`config.mk`:
```
export PLATFORM = sky130hd
export DESIGN_NAME = fsl_ring_tap
export DESIGN_NICKNAME = d
export VERILOG_FILES = /design/src/rtl/fsl_ring_tap.sv
export SDC_FILE = /design/constraint.sdc
export NUM_CORES = 2
export LEC_CHECK = 0
export CAP_MARGIN = 20
export CORE_ASPECT_RATIO = 1.5
export CORE_MARGIN = 10
export CORE_UTILIZATION = 30
export DETAILED_ROUTE_END_ITERATION = 10
export GPL_TIMING_DRIVEN = 0
export PLACE_DENSITY = 0.52
export SETUP_SLACK_MARGIN = 0.02
export SYNTH_ARGS = -nofsm -noshare
export SYNTH_HDL_FRONTEND = slang
export SYNTH_SLANG_ARGS = --single-unit
```
`constraint.sdc`:
```
create_clock -name fsl_clk -period 22.9 [get_ports fsl_clk]
set_input_delay 6.87 -clock fsl_clk [delete_from_list [all_inputs] [get_ports fsl_clk]]
set_output_delay 6.87 -clock fsl_clk [all_outputs]
set_load 0.02 [all_outputs]
```
`src/rtl/fsl_ring_tap.sv`:
```
// fsl_ring_tap: one node on the 32-bit FSL ring.
// Words pass through with one register stage. DIN frames can be captured into
// a local RX FIFO. Result vectors from a TX FIFO can be inserted into free or
// just-captured slots.
// Optional build macro: FSL_RING_TAP_STATS_EN enables the stat_* counters.
// When the macro is not defined, stat_* are tied to zero.
module fsl_ring_tap #(
  parameter int CORE        = 0,
  parameter int FRAME_WORDS = 5,
  parameter int RX_DEPTH    = 4,
  parameter int TX_DEPTH    = 4,
  localparam int VEC_W      = 32 * FRAME_WORDS
) (
  input  logic             fsl_clk,
  input  logic             fsl_rst_i,
  input  logic [31:0]      fsl_data_i,
  input  logic             fsl_valid_i,
  output logic             fsl_rst_o,
  output logic [31:0]      fsl_data_o,
  output logic             fsl_valid_o,
  output logic [VEC_W-1:0] vec_dout,
  input  logic             vec_rd,
  output logic             vec_empty,
  input  logic [VEC_W-1:0] vec_din,
  input  logic             vec_wr,
  output logic             vec_full,
  output logic [31:0]      stat_capture,
  output logic [31:0]      stat_insert,
  output logic [31:0]      stat_drop
);

  localparam int W_W  = $clog2(FRAME_WORDS);
  localparam int RA_W = $clog2(RX_DEPTH);
  localparam int TA_W = $clog2(TX_DEPTH);
  // Phase offset so that node CORE sees headers at w=0, given 1 cycle per upstream node.
  localparam int PHASE = (FRAME_WORDS - (CORE % FRAME_WORDS)) % FRAME_WORDS;
  localparam logic [W_W-1:0] W_RST  = W_W'(PHASE);
  localparam logic [W_W-1:0] W_LAST = W_W'(FRAME_WORDS - 1);

  logic [W_W-1:0]   w_q, w_d;
  logic             cap_q, cap_d;
  logic             ins_q, ins_d;
  logic             cap_ok_q, cap_ok_d;
  logic [VEC_W-1:0] cap_sh_q, cap_sh_d;
  logic [VEC_W-1:0] ins_sh_q, ins_sh_d;
  logic [31:0]      data_o_q, data_o_d;
  logic             valid_o_q, valid_o_d;
  logic             rst_o_q;

  logic [VEC_W-1:0] rx_mem [RX_DEPTH];
  logic [RA_W-1:0]  rx_wp_q, rx_wp_d, rx_rp_q, rx_rp_d;
  logic [RA_W:0]    rx_cnt_q, rx_cnt_d;
  logic [VEC_W-1:0] tx_mem [TX_DEPTH];
  logic [TA_W-1:0]  tx_wp_q, tx_wp_d, tx_rp_q, tx_rp_d;
  logic [TA_W:0]    tx_cnt_q, tx_cnt_d;

  logic             slot0, last, rx_space, hdr_din;
  logic             cap_now, ins_now, cap_act, ins_act, cap_ok;
  logic [VEC_W-1:0] cap_frame, tx_head;
  logic             rx_push, rx_pop, tx_push, tx_pop;

  assign slot0     = (w_q == '0);
  assign last      = (w_q == W_LAST);
  assign rx_space  = (rx_cnt_q < (RA_W + 1)'(RX_DEPTH));
  assign hdr_din   = fsl_valid_i && !fsl_data_i[31];
  assign tx_head   = tx_mem[tx_rp_q];
  assign cap_frame = {cap_sh_q[VEC_W-33:0], fsl_data_i};

  assign vec_dout    = rx_mem[rx_rp_q];
  assign vec_empty   = (rx_cnt_q == '0);
  assign vec_full    = (tx_cnt_q == (TA_W + 1)'(TX_DEPTH));
  assign fsl_data_o  = data_o_q;
  assign fsl_valid_o = valid_o_q;
  assign fsl_rst_o   = rst_o_q;

  // Slot classification at w=0; the decisions are then held for the rest of the slot.
  always_comb begin
    cap_now = slot0 && hdr_din && rx_space;
    ins_now = slot0 && (tx_cnt_q != '0) && (!fsl_valid_i || cap_now);
    cap_act = slot0 ? cap_now : cap_q;
    ins_act = slot0 ? ins_now : ins_q;
    cap_d   = cap_act;
    ins_d   = ins_act;
    w_d     = last ? '0 : w_q + W_W'(1);
  end

  // Capture shift register, plus the tracking of whether every word was valid.
  always_comb begin
    cap_ok   = (slot0 ? 1'b1 : cap_ok_q) & fsl_valid_i;
    cap_sh_d = cap_sh_q;
    cap_ok_d = cap_ok_q;
    if (cap_act) begin
      cap_sh_d = cap_frame;
      cap_ok_d = cap_ok;
    end
    rx_push = cap_act && last && cap_ok;
    rx_pop  = vec_rd && !vec_empty;
    tx_push = vec_wr && !vec_full;
    tx_pop  = ins_now;
  end

  // Output word selection: inserted result, blanked slot, or pass-through.
  always_comb begin
    ins_sh_d  = ins_sh_q;
    data_o_d  = fsl_data_i;
    valid_o_d = fsl_valid_i;
    if (ins_now) begin
      ins_sh_d  = {tx_head[VEC_W-33:0], 32'h0};
      data_o_d  = tx_head[VEC_W-1 -: 32] | 32'h8000_0000;
      valid_o_d = 1'b1;
    end else if (ins_act) begin
      ins_sh_d  = {ins_sh_q[VEC_W-33:0], 32'h0};
      data_o_d  = ins_sh_q[VEC_W-1 -: 32];
      valid_o_d = 1'b1;
    end else if (cap_act) begin
      data_o_d  = 32'h0;
      valid_o_d = 1'b0;
    end
  end

  // FIFO pointer and occupancy updates. A simultaneous push and pop leaves the count unchanged.
  always_comb begin
    rx_wp_d  = rx_push ? rx_wp_q + RA_W'(1) : rx_wp_q;
    rx_rp_d  = rx_pop  ? rx_rp_q + RA_W'(1) : rx_rp_q;
    rx_cnt_d = rx_cnt_q;
    unique case ({rx_push, rx_pop})
      2'b10:   rx_cnt_d = rx_cnt_q + (RA_W + 1)'(1);
      2'b01:   rx_cnt_d = rx_cnt_q - (RA_W + 1)'(1);
      default: rx_cnt_d = rx_cnt_q;
    endcase
    tx_wp_d  = tx_push ? tx_wp_q + TA_W'(1) : tx_wp_q;
    tx_rp_d  = tx_pop  ? tx_rp_q + TA_W'(1) : tx_rp_q;
    tx_cnt_d = tx_cnt_q;
    unique case ({tx_push, tx_pop})
      2'b10:   tx_cnt_d = tx_cnt_q + (TA_W + 1)'(1);
      2'b01:   tx_cnt_d = tx_cnt_q - (TA_W + 1)'(1);
      default: tx_cnt_d = tx_cnt_q;
    endcase
  end

  // Control state, ring output register and reset forwarding.
  always_ff @(posedge fsl_clk or posedge fsl_rst_i) begin
    if (fsl_rst_i) begin
      w_q       <= W_RST;
      cap_q     <= 1'b0;
      ins_q     <= 1'b0;
      cap_ok_q  <= 1'b0;
      cap_sh_q  <= '0;
      ins_sh_q  <= '0;
      data_o_q  <= 32'h0;
      valid_o_q <= 1'b0;
      rst_o_q   <= 1'b1;
      rx_wp_q   <= '0;
      rx_rp_q   <= '0;
      rx_cnt_q  <= '0;
      tx_wp_q   <= '0;
      tx_rp_q   <= '0;
      tx_cnt_q  <= '0;
    end else begin
      w_q       <= w_d;
      cap_q     <= cap_d;
      ins_q     <= ins_d;
      cap_ok_q  <= cap_ok_d;
      cap_sh_q  <= cap_sh_d;
      ins_sh_q  <= ins_sh_d;
      data_o_q  <= data_o_d;
      valid_o_q <= valid_o_d;
      rst_o_q   <= 1'b0;
      rx_wp_q   <= rx_wp_d;
      rx_rp_q   <= rx_rp_d;
      rx_cnt_q  <= rx_cnt_d;
      tx_wp_q   <= tx_wp_d;
      tx_rp_q   <= tx_rp_d;
      tx_cnt_q  <= tx_cnt_d;
    end
  end

  // FIFO storage. The storage itself needs no reset because the pointers define what is valid.
  always_ff @(posedge fsl_clk) begin
    if (rx_push) rx_mem[rx_wp_q] <= cap_frame;
    if (tx_push) tx_mem[tx_wp_q] <= vec_din;
  end

`ifdef FSL_RING_TAP_STATS_EN
  logic        drop;
  logic [31:0] stat_capture_q, stat_capture_d;
  logic [31:0] stat_insert_q, stat_insert_d;
  logic [31:0] stat_drop_q, stat_drop_d;

  // Free-running event counters. They wrap at 2^32.
  always_comb begin
    drop           = cap_act && last && !cap_ok;
    stat_capture_d = stat_capture_q + 32'(rx_push);
    stat_insert_d  = stat_insert_q + 32'(tx_pop);
    stat_drop_d    = stat_drop_q + 32'(drop);
  end

  // Counter registers.
  always_ff @(posedge fsl_clk or posedge fsl_rst_i) begin
    if (fsl_rst_i) begin
      stat_capture_q <= '0;
      stat_insert_q  <= '0;
      stat_drop_q    <= '0;
    end else begin
      stat_capture_q <= stat_capture_d;
      stat_insert_q  <= stat_insert_d;
      stat_drop_q    <= stat_drop_d;
    end
  end

  assign stat_capture = stat_capture_q;
  assign stat_insert  = stat_insert_q;
  assign stat_drop    = stat_drop_q;
`else
  assign stat_capture = 32'h0;
  assign stat_insert  = 32'h0;
  assign stat_drop    = 32'h0;
`endif

endmodule

```
==> results_dict.tcl <==
set metrics [dict create \
    synth.distinct_cells 39 \
    pin_count 489 \
    ff_latch_area_sq_um 46100 \
    hold_buffers 0 \
    place.gp.congestion 0.747 \
    p_comb_share_pct 28.2 \
    cp.required_ps 16030 \
    min_period_over_period_pct 48.1 \
    synth_edf_count 1276 \
    ir_worst_vdd_mv 0.0645 \
    yosys_warnings 0 \
    grt_antenna_before_repair 55 \
    fmax_mhz 90.8 \
    row_count 200 \
    ys_ff_latch 1586 \
    clock_skew_ps 51.0 \
    fin_nets 3867 \
    fill_cells 18400 \
    cts_setup_buffers 0 \
    topRoutingLayerUsed "met5" \
    wl_met1_mm 65.3 \
    p_int_mw 6.41 \
    synth.avg_cell_area_sq_um 20.1 \
    synthCells 2971 \
    port_buffers 391 \
    min_path_type "reg -> reg" \
    fin_ws_ps 11890 \
    maxSlewViolCount 0 \
    dr_wl_met3_mm 11.7 \
    cts_buffer_depth 4 \
    fin_crit_ps 11010 \
    grt_max_degree 111 \
    leakagePower_nw 25.2 \
    reg2reg_depth 8 \
    ant_nets 0 \
    worstReg2RegEnd "tx_mem[3][74]$_DFFE_PP_" \
    cp.arrival_ps 4140 \
    slew_headroom_pct 23.9 \
    worstMarginPinSlew_ps 1140 \
    path_clk_slew_ps 60 \
    detail_route.first_pass.iterations 7 \
    multi_input_area_sq_um 12200 \
    syn_to_final_growth_pct 23.0 \
    dieArea_sq_um 217000 \
    drc_errors 0 \
    root_buffer "clkbuf_16" \
    p_sw_share_pct 30.9 \
    async_reset_ff_share_pct 19.5 \
    holdPathStages 1 \
    p_seq_share_pct 43.4 \
    status "finished, final reports clean" \
    vias_per_cell 4.61 \
    critPathKind "reg -> out" \
    timing.setup.tns_ps 0 \
    hold_viol 0 \
    grt-ovfl-total 0 \
    dp_slack_ps 12540 \
    setup_violations 0 \
    start_util_pct 30.1 \
    worstPathMaxFanout 10 \
    p_clk_share_pct 28.5 \
    cp-end-kind "output port" \
    cts_tree "done" \
    synth.cell_area_sq_um 59600 \
    grtUsageTotal_pct 14.8 \
    grt_pass1_wl_mm 233 \
    drt-initial-drc-count 1984 \
    critPathLaunchType "flop" \
    drive_above_1_share_pct 23.9 \
    synth.top_cell.area_share_pct 64.3 \
    powerDensity_nw_per_um2 127 \
    core_area_sq_um 198000 \
    hpwl_mm 115 \
    power_mw 9.28 \
    max_cap_viol_count 0 \
    clock_latency_ps 800 \
    cts_max_level 4 \
    rsz0062_at_grt "no" \
    numClockSinks 1586 \
    holdCritStartpoint "w_q[0]$_DFF_PP0_" \
    die_w_um 384 \
    cts_buffers 164 \
    r2r_slack_ps 19540 \
    wl_met2_mm 83.0 \
    cts_resized 0 \
    switching_power_mw 2.86 \
    dieHeight_um 566 \
    finalWirelength_mm 164 \
    ys.flop_type "edfxtp_1" \
    whs_ps 465 \
    rr_startpoint "tx_cnt_q[0]$_DFFE_PP0P_" \
    yosysSeqAreaShare_pct 77.3 \
    route.vias.total 29600 \
    ys_top_cells_by_area "edfxtp_1, dfrtp_1, mux4_2" \
    grt_pass1_vias 31200 \
    hold-path-endpoint "w_q[0]$_DFF_PP0_" \
    routedWlPerCell_um 25.6 \
    synth_area_leader_cell "edfxtp_1" \
]
cell families after synthesis:
logic type | count (synthesis) | synth area share [%]
AO/OA/AOI/OAI | 167 | 1.64
XOR/XNOR | 12 | 0.189
adder cells (fa/ha/maj) | 14 | 0.319
buffers and inverters | 270 | 2.77
flip-flops | 1586 | 77.3
multiplexers | 451 | 14.6
other | 1 | 0.00629
AND/OR/NAND/NOR | 470 | 3.18
through the flow:
stage / instances / utilization [%] / cell area (sq um)
3_5_place_dp: 6116 / 34.4 / 68000
3_3_place_gp: 6084 / 34.0 / 67100
5_1_grt: 6411 / 37.0 / 73200
4_1_cts: 6410 / 37.0 / 73200
2_1_floorplan: 3067 / - / 59900
6_report: 6424 / 37.1 / 73300
cells in the mapped netlist, drive strengths merged, types with 2 or more instances:
master / count
xnor2: 7
a31oi: 91
buf: 190
inv: 17
mux2i: 3
nor3: 2
o21ai: 4
mux4: 319
nor2b: 2
nand3: 69
and2: 9
nor2: 127
edfxtp: 1276
a22oi: 5
dfrtp: 309
xor2: 5
fa: 2
mux2: 129
clkbuf: 62
a21oi: 63
ha: 12
nand2: 257
worst max-delay path, stage by stage, from the launching register on:
cell and delay [ps]:
dfrtp_1 320, clkbuf_1 530, clkbuf_1 610, clkbuf_1 810, mux4_2 380, clkdlybuf4s50_1 660
flip-flops by register name, indices dropped and copies added, names as in the netlist:
| register | flops |
|---|---|
| ins_q | 1 |
| fsl_rst_o | 1 |
| cap_q | 1 |
| ins_sh_q | 128 |
| tx_rp_q | 2 |
| cap_ok_q | 1 |
| tx_wp_q | 2 |
| rx_cnt_q | 3 |
| w_q | 3 |
| fsl_valid_o | 1 |
| tx_mem | 636 |
| rx_rp_q | 2 |
| tx_cnt_q | 3 |
| rx_wp_q | 2 |
| fsl_data_o | 32 |
| cap_sh_q | 128 |
| rx_mem | 640 |
per-layer routing:
layer	track usage (%)	up-vias
met5	0	-
met4	3.70	60
met3	4.06	274
met2	25.4	833
met1	18.3	15500
li1	-	12900
area by class of cell:
cell class              count  share of cell area, %
diodes                     14                 0.0478
plain buffers             252                   2.15
clock buffers             219                   6.09
clock inverters            75                   1.06
inverters                  18                  0.109
multi-input cells        1211                   16.7
flip-flops and latches   1586                   62.9
well taps                2626                   4.48
repair buffers            423                   6.46
power groups by stage:
stage | clock network, mW | registers [mW] | logic, mW
final | 2.64 | 4.03 | 2.61
after global routing | 2.83 | 4.08 | 2.81
after CTS | 2.72 | 4.03 | 2.71
after detailed placement | 0 | 4.09 | 2.71
after global placement | 0 | 4.17 | 2.63
after floorplan | 0 | 4.06 | 1.50
placed cells by master, fill, tap and decap left out, types with 91 or more instances in the layout:
cell type,instances
buf_4,107
nor2_1,127
clkbuf_16,165
clkdlybuf4s50_1,391
conb_1,97
edfxtp_1,1276
dfrtp_1,309
mux2_2,119
clkbuf_1,103
a31oi_1,91
nand2_1,257
mux4_2,319
worst max path at each step:
| stage | endpoint | cells past startpoint | startpoint |
|---|---|---|---|
| after floorplan | cap_ok_q$_DFFE_PP0P_ | 1 | fsl_rst_i |
| after global placement | fsl_data_o[13]$_DFF_PP0_ | 2 | fsl_rst_i |
| after detailed placement | vec_dout[133] | 5 | rx_rp_q[1]$_DFFE_PP0P_ |
| after CTS | vec_dout[133] | 5 | rx_rp_q[1]$_DFFE_PP0P_ |
| after global routing | vec_dout[133] | 5 | rx_rp_q[1]$_DFFE_PP0P_ |
| final | vec_dout[133] | 5 | rx_rp_q[1]$_DFFE_PP0P_ |
Power figures use the tool's default switching activity.
